File: src/rtl/addr_err_req_if.sv
// Bus bundle between the address-check front end and the CP0 bad-address logic.
interface addr_err_req_if #(parameter int NEST_DEPTH = 2) ();
  localparam int LW = $clog2(NEST_DEPTH + 1);

  logic          if_valid;
  logic [31:0]   if_pc;
  logic          mem_valid;
  logic          mem_wr;
  logic [1:0]    mem_size;
  logic [31:0]   mem_addr;
  logic          kernel_mode;
  logic          exc_ack;
  logic          eret;
  logic          exc_req;
  logic [4:0]    exc_code;
  logic          addr_err;
  logic [31:0]   badvaddr_p;
  logic          r_p;
  logic          r_h;
  logic [LW-1:0] nest_level;
  logic          nest_ovf;

  modport master (
    output if_valid, if_pc, mem_valid, mem_wr, mem_size, mem_addr, kernel_mode, exc_ack, eret,
    input  exc_req, exc_code, addr_err, badvaddr_p, r_p, r_h, nest_level, nest_ovf
  );

  modport slave (
    input  if_valid, if_pc, mem_valid, mem_wr, mem_size, mem_addr, kernel_mode, exc_ack, eret,
    output exc_req, exc_code, addr_err, badvaddr_p, r_p, r_h, nest_level, nest_ovf
  );
endinterface

File: src/rtl/addr_err_req_unit.sv
// Address-error request producer: flags misaligned/privileged addresses and tracks nesting.
// state | meaning:  IDLE | watching for faults and eret;  REQ | request raised, waiting for exc_ack
module addr_err_req_unit #(
  parameter int NEST_DEPTH = 2
) (
  input logic           clk,
  input logic           rst,
  addr_err_req_if.slave bus
);
  localparam int LW = $clog2(NEST_DEPTH + 1);
  localparam logic [LW-1:0] NEST_MAX = LW'(NEST_DEPTH);
  localparam logic [4:0] ADEL = 5'd4;
  localparam logic [4:0] ADES = 5'd5;

  typedef enum logic {IDLE, REQ} state_t;

  state_t        state_q, state_n;
  logic [4:0]    code_q, code_n;
  logic [31:0]   bad_q, bad_n;
  logic [LW-1:0] nest_q, nest_n;
  logic          ovf_q, ovf_n;
  logic          addr_err_q, addr_err_n;
  logic          r_p_q, r_p_n;
  logic          r_h_q, r_h_n;
  logic          mem_mis, fetch_fault, mem_fault;

  always_comb begin
    unique case (bus.mem_size)
      2'b00:   mem_mis = 1'b0;
      2'b01:   mem_mis = bus.mem_addr[0];
      default: mem_mis = |bus.mem_addr[1:0];
    endcase
    fetch_fault = bus.if_valid & ((|bus.if_pc[1:0]) | (~bus.kernel_mode & bus.if_pc[31]));
    mem_fault   = bus.mem_valid & (mem_mis | (~bus.kernel_mode & bus.mem_addr[31]));
  end

  always_ff @(posedge clk) begin
    if (rst) begin
      state_q    <= IDLE;
      code_q     <= 5'd0;
      bad_q      <= 32'h0;
      nest_q     <= '0;
      ovf_q      <= 1'b0;
      addr_err_q <= 1'b0;
      r_p_q      <= 1'b0;
      r_h_q      <= 1'b0;
    end else begin
      state_q    <= state_n;
      code_q     <= code_n;
      bad_q      <= bad_n;
      nest_q     <= nest_n;
      ovf_q      <= ovf_n;
      addr_err_q <= addr_err_n;
      r_p_q      <= r_p_n;
      r_h_q      <= r_h_n;
    end
  end

  always_comb begin
    state_n    = state_q;
    code_n     = code_q;
    bad_n      = bad_q;
    nest_n     = nest_q;
    ovf_n      = ovf_q;
    addr_err_n = 1'b0;
    r_p_n      = 1'b0;
    unique case (state_q)
      IDLE: begin
        // The load/store belongs to the older instruction, so it outranks the fetch.
        if (mem_fault) begin
          state_n    = REQ;
          addr_err_n = 1'b1;
          bad_n      = bus.mem_addr;
          code_n     = bus.mem_wr ? ADES : ADEL;
        end else if (fetch_fault) begin
          state_n    = REQ;
          addr_err_n = 1'b1;
          bad_n      = bus.if_pc;
          code_n     = ADEL;
        end else if (bus.eret && (nest_q != '0)) begin
          nest_n = nest_q - LW'(1);
          r_p_n  = 1'b1;
        end
      end
      REQ: begin
        if (bus.exc_ack) begin
          state_n = IDLE;
          if (nest_q == NEST_MAX) ovf_n  = 1'b1;
          else                    nest_n = nest_q + LW'(1);
        end
      end
      default: state_n = IDLE;
    endcase
    r_h_n = (nest_n != '0) & ~addr_err_n & ~r_p_n;
  end

  assign bus.exc_req    = (state_q == REQ);
  assign bus.exc_code   = code_q;
  assign bus.addr_err   = addr_err_q;
  assign bus.badvaddr_p = bad_q;
  assign bus.r_p        = r_p_q;
  assign bus.r_h        = r_h_q;
  assign bus.nest_level = nest_q;
  assign bus.nest_ovf   = ovf_q;
endmodule

File: src/flat_wrapper.sv
// flat-port wrapper written by rule: the top's interface ports become plain ports
module addr_err_req_unit_flat 
#(
  parameter int NEST_DEPTH = 2
)
  (clk, rst, bus_if_valid, bus_if_pc, bus_mem_valid, bus_mem_wr, bus_mem_size, bus_mem_addr, bus_kernel_mode, bus_exc_ack, bus_eret, bus_exc_req, bus_exc_code, bus_addr_err, bus_badvaddr_p, bus_r_p, bus_r_h, bus_nest_level, bus_nest_ovf);
  addr_err_req_if #(.NEST_DEPTH(NEST_DEPTH)) bus_i ();
  input logic clk;
  input logic rst;
  input wire logic [$bits(bus_i.if_valid)-1:0] bus_if_valid;
  input wire logic [$bits(bus_i.if_pc)-1:0] bus_if_pc;
  input wire logic [$bits(bus_i.mem_valid)-1:0] bus_mem_valid;
  input wire logic [$bits(bus_i.mem_wr)-1:0] bus_mem_wr;
  input wire logic [$bits(bus_i.mem_size)-1:0] bus_mem_size;
  input wire logic [$bits(bus_i.mem_addr)-1:0] bus_mem_addr;
  input wire logic [$bits(bus_i.kernel_mode)-1:0] bus_kernel_mode;
  input wire logic [$bits(bus_i.exc_ack)-1:0] bus_exc_ack;
  input wire logic [$bits(bus_i.eret)-1:0] bus_eret;
  output wire logic [$bits(bus_i.exc_req)-1:0] bus_exc_req;
  output wire logic [$bits(bus_i.exc_code)-1:0] bus_exc_code;
  output wire logic [$bits(bus_i.addr_err)-1:0] bus_addr_err;
  output wire logic [$bits(bus_i.badvaddr_p)-1:0] bus_badvaddr_p;
  output wire logic [$bits(bus_i.r_p)-1:0] bus_r_p;
  output wire logic [$bits(bus_i.r_h)-1:0] bus_r_h;
  output wire logic [$bits(bus_i.nest_level)-1:0] bus_nest_level;
  output wire logic [$bits(bus_i.nest_ovf)-1:0] bus_nest_ovf;
  assign bus_i.if_valid = bus_if_valid;
  assign bus_i.if_pc = bus_if_pc;
  assign bus_i.mem_valid = bus_mem_valid;
  assign bus_i.mem_wr = bus_mem_wr;
  assign bus_i.mem_size = bus_mem_size;
  assign bus_i.mem_addr = bus_mem_addr;
  assign bus_i.kernel_mode = bus_kernel_mode;
  assign bus_i.exc_ack = bus_exc_ack;
  assign bus_i.eret = bus_eret;
  assign bus_exc_req = bus_i.exc_req;
  assign bus_exc_code = bus_i.exc_code;
  assign bus_addr_err = bus_i.addr_err;
  assign bus_badvaddr_p = bus_i.badvaddr_p;
  assign bus_r_p = bus_i.r_p;
  assign bus_r_h = bus_i.r_h;
  assign bus_nest_level = bus_i.nest_level;
  assign bus_nest_ovf = bus_i.nest_ovf;
  addr_err_req_unit #(.NEST_DEPTH(NEST_DEPTH)) u_core (.clk(clk), .rst(rst), .bus(bus_i));
endmodule
File: config.mk
export PLATFORM = sky130hd
export DESIGN_NAME = addr_err_req_unit_flat
export DESIGN_NICKNAME = d
export VERILOG_FILES = /design/src/rtl/addr_err_req_if.sv /design/src/rtl/addr_err_req_unit.sv /design/src/flat_wrapper.sv
export SDC_FILE = /design/constraint.sdc
export NUM_CORES = 1
export LEC_CHECK = 0
export BUFFER_PORTS_ARGS = -buffer_cell sky130_fd_sc_hd__buf_2
export CAP_MARGIN = 15
export CORE_ASPECT_RATIO = 1.5
export CORE_UTILIZATION = 42
export DETAILED_ROUTE_END_ITERATION = 8
export PLACE_DENSITY = 0.82
export SKIP_CTS_REPAIR_TIMING = 1
export SLEW_MARGIN = 0
export SYNTH_ARGS = -nofsm -noshare
export SYNTH_HDL_FRONTEND = slang
export SYNTH_SLANG_ARGS = --single-unit
File: constraint.sdc
create_clock -name clk -period 2.22 [get_ports clk]
set_clock_uncertainty 0.05 [all_clocks]
set_input_delay 0.111 -clock clk [delete_from_list [all_inputs] [get_ports clk]]
set_output_delay 0.111 -clock clk [all_outputs]
set_load 0.01 [all_outputs]
# Word level (Yosys, flattened, before mapping)
# Cells that the tools add are included.
# word_totals
reg_bits,44
latchBits,0
ram_bits,0
mem_bits_ro,0
out_inout_bits,44
memories,0
# op_classes
addsub,2
mul,0
div,0
magnitude_cmp,0
eq_ne,2
shifts,0
muxes,21
bitwise,12
n_reduce_logical,9
# ops
operator,count
$mux 32,2
$mux 2,5
$mux 5,2
$mux 1,9
$and 1x1->1,6
$reduce_bool 2->1,3
$not 1->1,4
$pmux 1 s2,2
$pmux 2 s2,1
$reduce_or 2->1,2
$reduce_and 3->1,1
$add 2x1->2 const B,1
$eq 2x1->1 const B,1
$eq 2x2->1 const B,1
$logic_not 2->1,1
$or 1x1->1,2
$reduce_and 2->1,1
$sub 2x1->2 const B,1
$logic_and 1x1->1,1

# Depth between registers and ports, before layout
# logic_depth
ltp_word,10
ltp_mapped,7

# Least setup slack after synthesis
# No wires, ideal clock.
# synth_timing
path_kind,flip-flop to flip-flop
startpoint,register u_core.nest_q[0] (netlist: u_core.bus.nest_level[0])
endpoint,register u_core.r_h_q (netlist: u_core.bus.r_h)
arrival_time_ns,1.677
setup_slack_ns,0.413
stages_incl_launch_ff,8
n_path_buf,0
synth_period_minus_slack_ns,1.807
path_cell_list,dfxtp_1 inv_1 ha_1 nand2b_1 or3_1 o31ai_1 o21ba_1 a211oi_2
# synth_via
elab_chain_len,9
elab_cells_between_ends,19
# synth_rtl
item,line_no,source
start: declaration,addr_err_req_unit.sv:20,"logic [LW-1:0] nest_q, nest_n;"
start signal: assignment,addr_err_req_unit.sv:51,nest_q <= nest_n;
branches (longest 8 deep; another with $sub 2x1->2),-,
$and 1x1->1 *,addr_err_req_unit.sv:94,r_h_n = (nest_n != '0) & ~addr_err_n & ~r_p_n;
end signal: assignment,addr_err_req_unit.sv:55,r_h_q <= r_h_n;
end: declaration,addr_err_req_unit.sv:24,"logic r_h_q, r_h_n;"
# Every way passes the cells marked *.
# A chain may end at the register's enable or synchronous reset.

# Final worst setup path
# Same ends and word-level chain as after synthesis.

==> metrics.md <==
| Metric | Value |
|---|---|
| Final worst setup slack | `329.1 ps` |
| Arrival @ worst endpoint | `2050 ps` |
| Synth-to-Final Area Change | `35.15%` |
| Fin util | `0.5956` |
| Fin crit share | `0.8518` |
| Outcome | `complete, but fails checks` |
| Clk Latency, worst-skew pair | `280 ps` |
| Hold Crit Class | `primary input to flip-flop` |
| Num Clock Sinks | `41` |
| Vias per cell | `5.166` |
| Max Cap Viol | `0` |
| GRT Residual Overflow | `0` |
| Violated checks | `design-rule violations` |
| DRT Wirelength | `4467 µm` |
| Async set-reset flop share out of synthesis | `0` |
| Mapped Area | `1887 µm²` |
| TritonCTS clock tree | `yes` |
| Largest net degree at the start of global routing | `20` |
| Crit path required time | `2380 ps` |
| Share of cells above drive strength 1 | `0.4893` |
| Worst Path Max Fanout | `5` |
| Chip height | `84.09 µm` |
| Mean post-synth cell area | `11.37 µm²` |
| Antenna cells | `0` |
| Most Crowded Layer GR | `met2` |
| Global-route wire length before repair | `7417 µm` |
| GRT Overall Usage | `0.1985` |
| Estimated wirelength of the detail-placed design | `3450 µm` |
| Power per cell area | `676.2 nW/µm²` |
| Cells after Synth | `166` |
| IO Pins | `118` |
| Type of the worst setup path | `flip-flop to flip-flop` |
| Dpl ws | `359.4 ps` |
| DP Area | `2464 µm²` |
| Leakage power | `1.315 nW` |
| Core area | `4282 µm²` |
| Antenna violations before repair | `0` |
| Synth top area share | `0.4350` |
| Dominant cell type by area after synthesis | `dfxtp_1` |
| Initial Util | `0.4407` |
| Seq/Total Area, Yosys | `0.4350` |
| Final instance area | `2550 µm²` |
| Vias in the first global route | `1653` |
| Die span in x | `56.73 µm` |
| Minimum clock period | `1891 ps` |
| Met1 GRT Util | `0.2135` |
| Fmax | `0.5288 GHz` |
| Setup crit end kind | `flip-flop` |
| Fin. Hold Viols | `0` |
| CP Launch Type | `flip-flop` |
| RSZ-0062 raised after global routing | `no` |
| Clock transition at the registers of the reported paths | `80 ps` |
| Initial DRC Count | `32` |
| Final setup viols | `0` |
| GR Layer Usage met2 | `0.3680` |
| Die area | `4770 µm²` |
| PortBufs | `114` |
| Drc violations | `14` |
| Max-slew violations | `0` |
| Vias | `1684` |
| Remaining antenna violation count | `0` |
| Met3 Resource Use GR | `0.04651` |
| Synth area leaders | `dfxtp_1, mux2i_1, o2bb2ai_1` |
| Peak VDD IR | `0.3773 mV` |
| First-pass DRT Iterations | `6` |
| Drt wl/cell | `13.70 µm` |
| Final net count | `356` |
| Synth Flop Type | `dfxtp_1` |
| H-tree Lvls | `2` |
| Synth Register Bits | `41` |
| EDFF count, synth | `0` |
| Cts bufs inserted | `5` |
| Synth cell types | `37` |
| Placer Congestion | `0.8225` |
| FP Rows | `29` |
| Clk buf depth | `2` |
| Most numerous cell in the Yosys netlist | `dfxtp_1` |
| Clock root cell | `clkbuf_8` |
| Syn. warnings | `0` |
| Final TNS setup | `0 ps` |
| Commonest cells in the netlist | `dfxtp_1, mux2i_1, o2bb2ai_1, buf_4, inv_1` |
registers in the layout (all words and copies together) (netlist names):
signal / cells
u_core.bus.r_h: 1
u_core.bus.addr_err: 1
u_core.bus.nest_level: 2
u_core.bus.exc_req: 1
u_core.bus.r_p: 1
u_core.bus.badvaddr_p: 32
u_core.bus.exc_code: 2
u_core.bus.nest_ovf: 1
worst max-delay path, stage by stage, from the launching register on:
cell and delay (ps):
dfxtp_1 400, inv_1 100, ha_1 190, nand2b_1 190
or3_1 320, o31ai_1 170, o21ba_1 200, a211oi_2 200
kinds of logic (layout without fill, tap and decap cells):
family                   count (synthesis)  in the layout  synth area share
AO/OA/AOI/OAI                           51             51            0.2440
buffers and inverters                   19            131           0.06565
flip-flops                              41             41            0.4350
adder cells (fa/ha/maj)                  3              3           0.01990
other                                    1              3          0.001987
multiplexers                            33             33            0.1757
AND/OR/NAND/NOR                         18             18           0.05770
area by class of cell:
cell class | count | area [µm²]
Multi-Input combinational cell | 108 | 949.7
Fill cell | 396 | 1732
Timing Repair Buffer | 119 | 620.6
Inverter | 4 | 15.01
Clock buffer | 5 | 68.82
Tap cell | 46 | 57.56
Sequential cell | 41 | 820.8
Clock inverter | 3 | 17.52
layout by cell type (no fill, tap or decap), types with 2 or more instances in the layout:
cell type and count:
conb_1 3, inv_1 4, clkbuf_8 5, or3_1 3, nor3_1 2, nor2b_1 2
o2bb2ai_1 32, nor2_1 3, buf_4 4, mux2i_1 32, clkinv_2 2, buf_2 114
ha_1 3, nand2_1 2, a21oi_1 2, o31ai_1 2, o21ai_0 3, dfxtp_1 41
report_power, final:
part / switching [mW] / leakage, nW / internal (mW)
combinational: 0.209 / 0.934 / 0.203
sequential: 0.0406 / 0.337 / 0.805
clock: 0.250 / 0.0439 / 0.217
total: 0.499 / 1.31 / 1.23
layer usage:
layer | vias to the layer above | part of all wire
li1 | 848 | -
met1 | 777 | 0.40
met2 | 52 | 0.54
met3 | 7 | 0.048
met4 | 0 | 0.013
met5 | - | 0
path summary, 6_finish.rpt:
kind / endpoint / from / slack (ps) / cells after the start
setup reg to reg: u_core.bus.r_h / u_core.bus.nest_level[0] / 330 / 7
hold reg to reg: u_core.bus.badvaddr_p[15] / u_core.bus.badvaddr_p[15] / 410 / 1
setup / recovery: u_core.bus.r_h / u_core.bus.nest_level[0] / 330 / 7
hold / removal: u_core.bus.badvaddr_p[11] / bus_mem_addr[11] / 30 / 3
through the flow:
step | total power, mW | cells | hold WS (ps)
final | 1.724 | 326 | 30.60
after global routing | 1.826 | 326 | 30.48
after CTS | 1.754 | 326 | 22.58
after detailed placement | 1.280 | 318 | 338.3
after global placement | 1.269 | 318 | 326.6
after floorplan | 1.109 | 168 | 164.8
No activity file was read; power rests on OpenSTA's default activity.
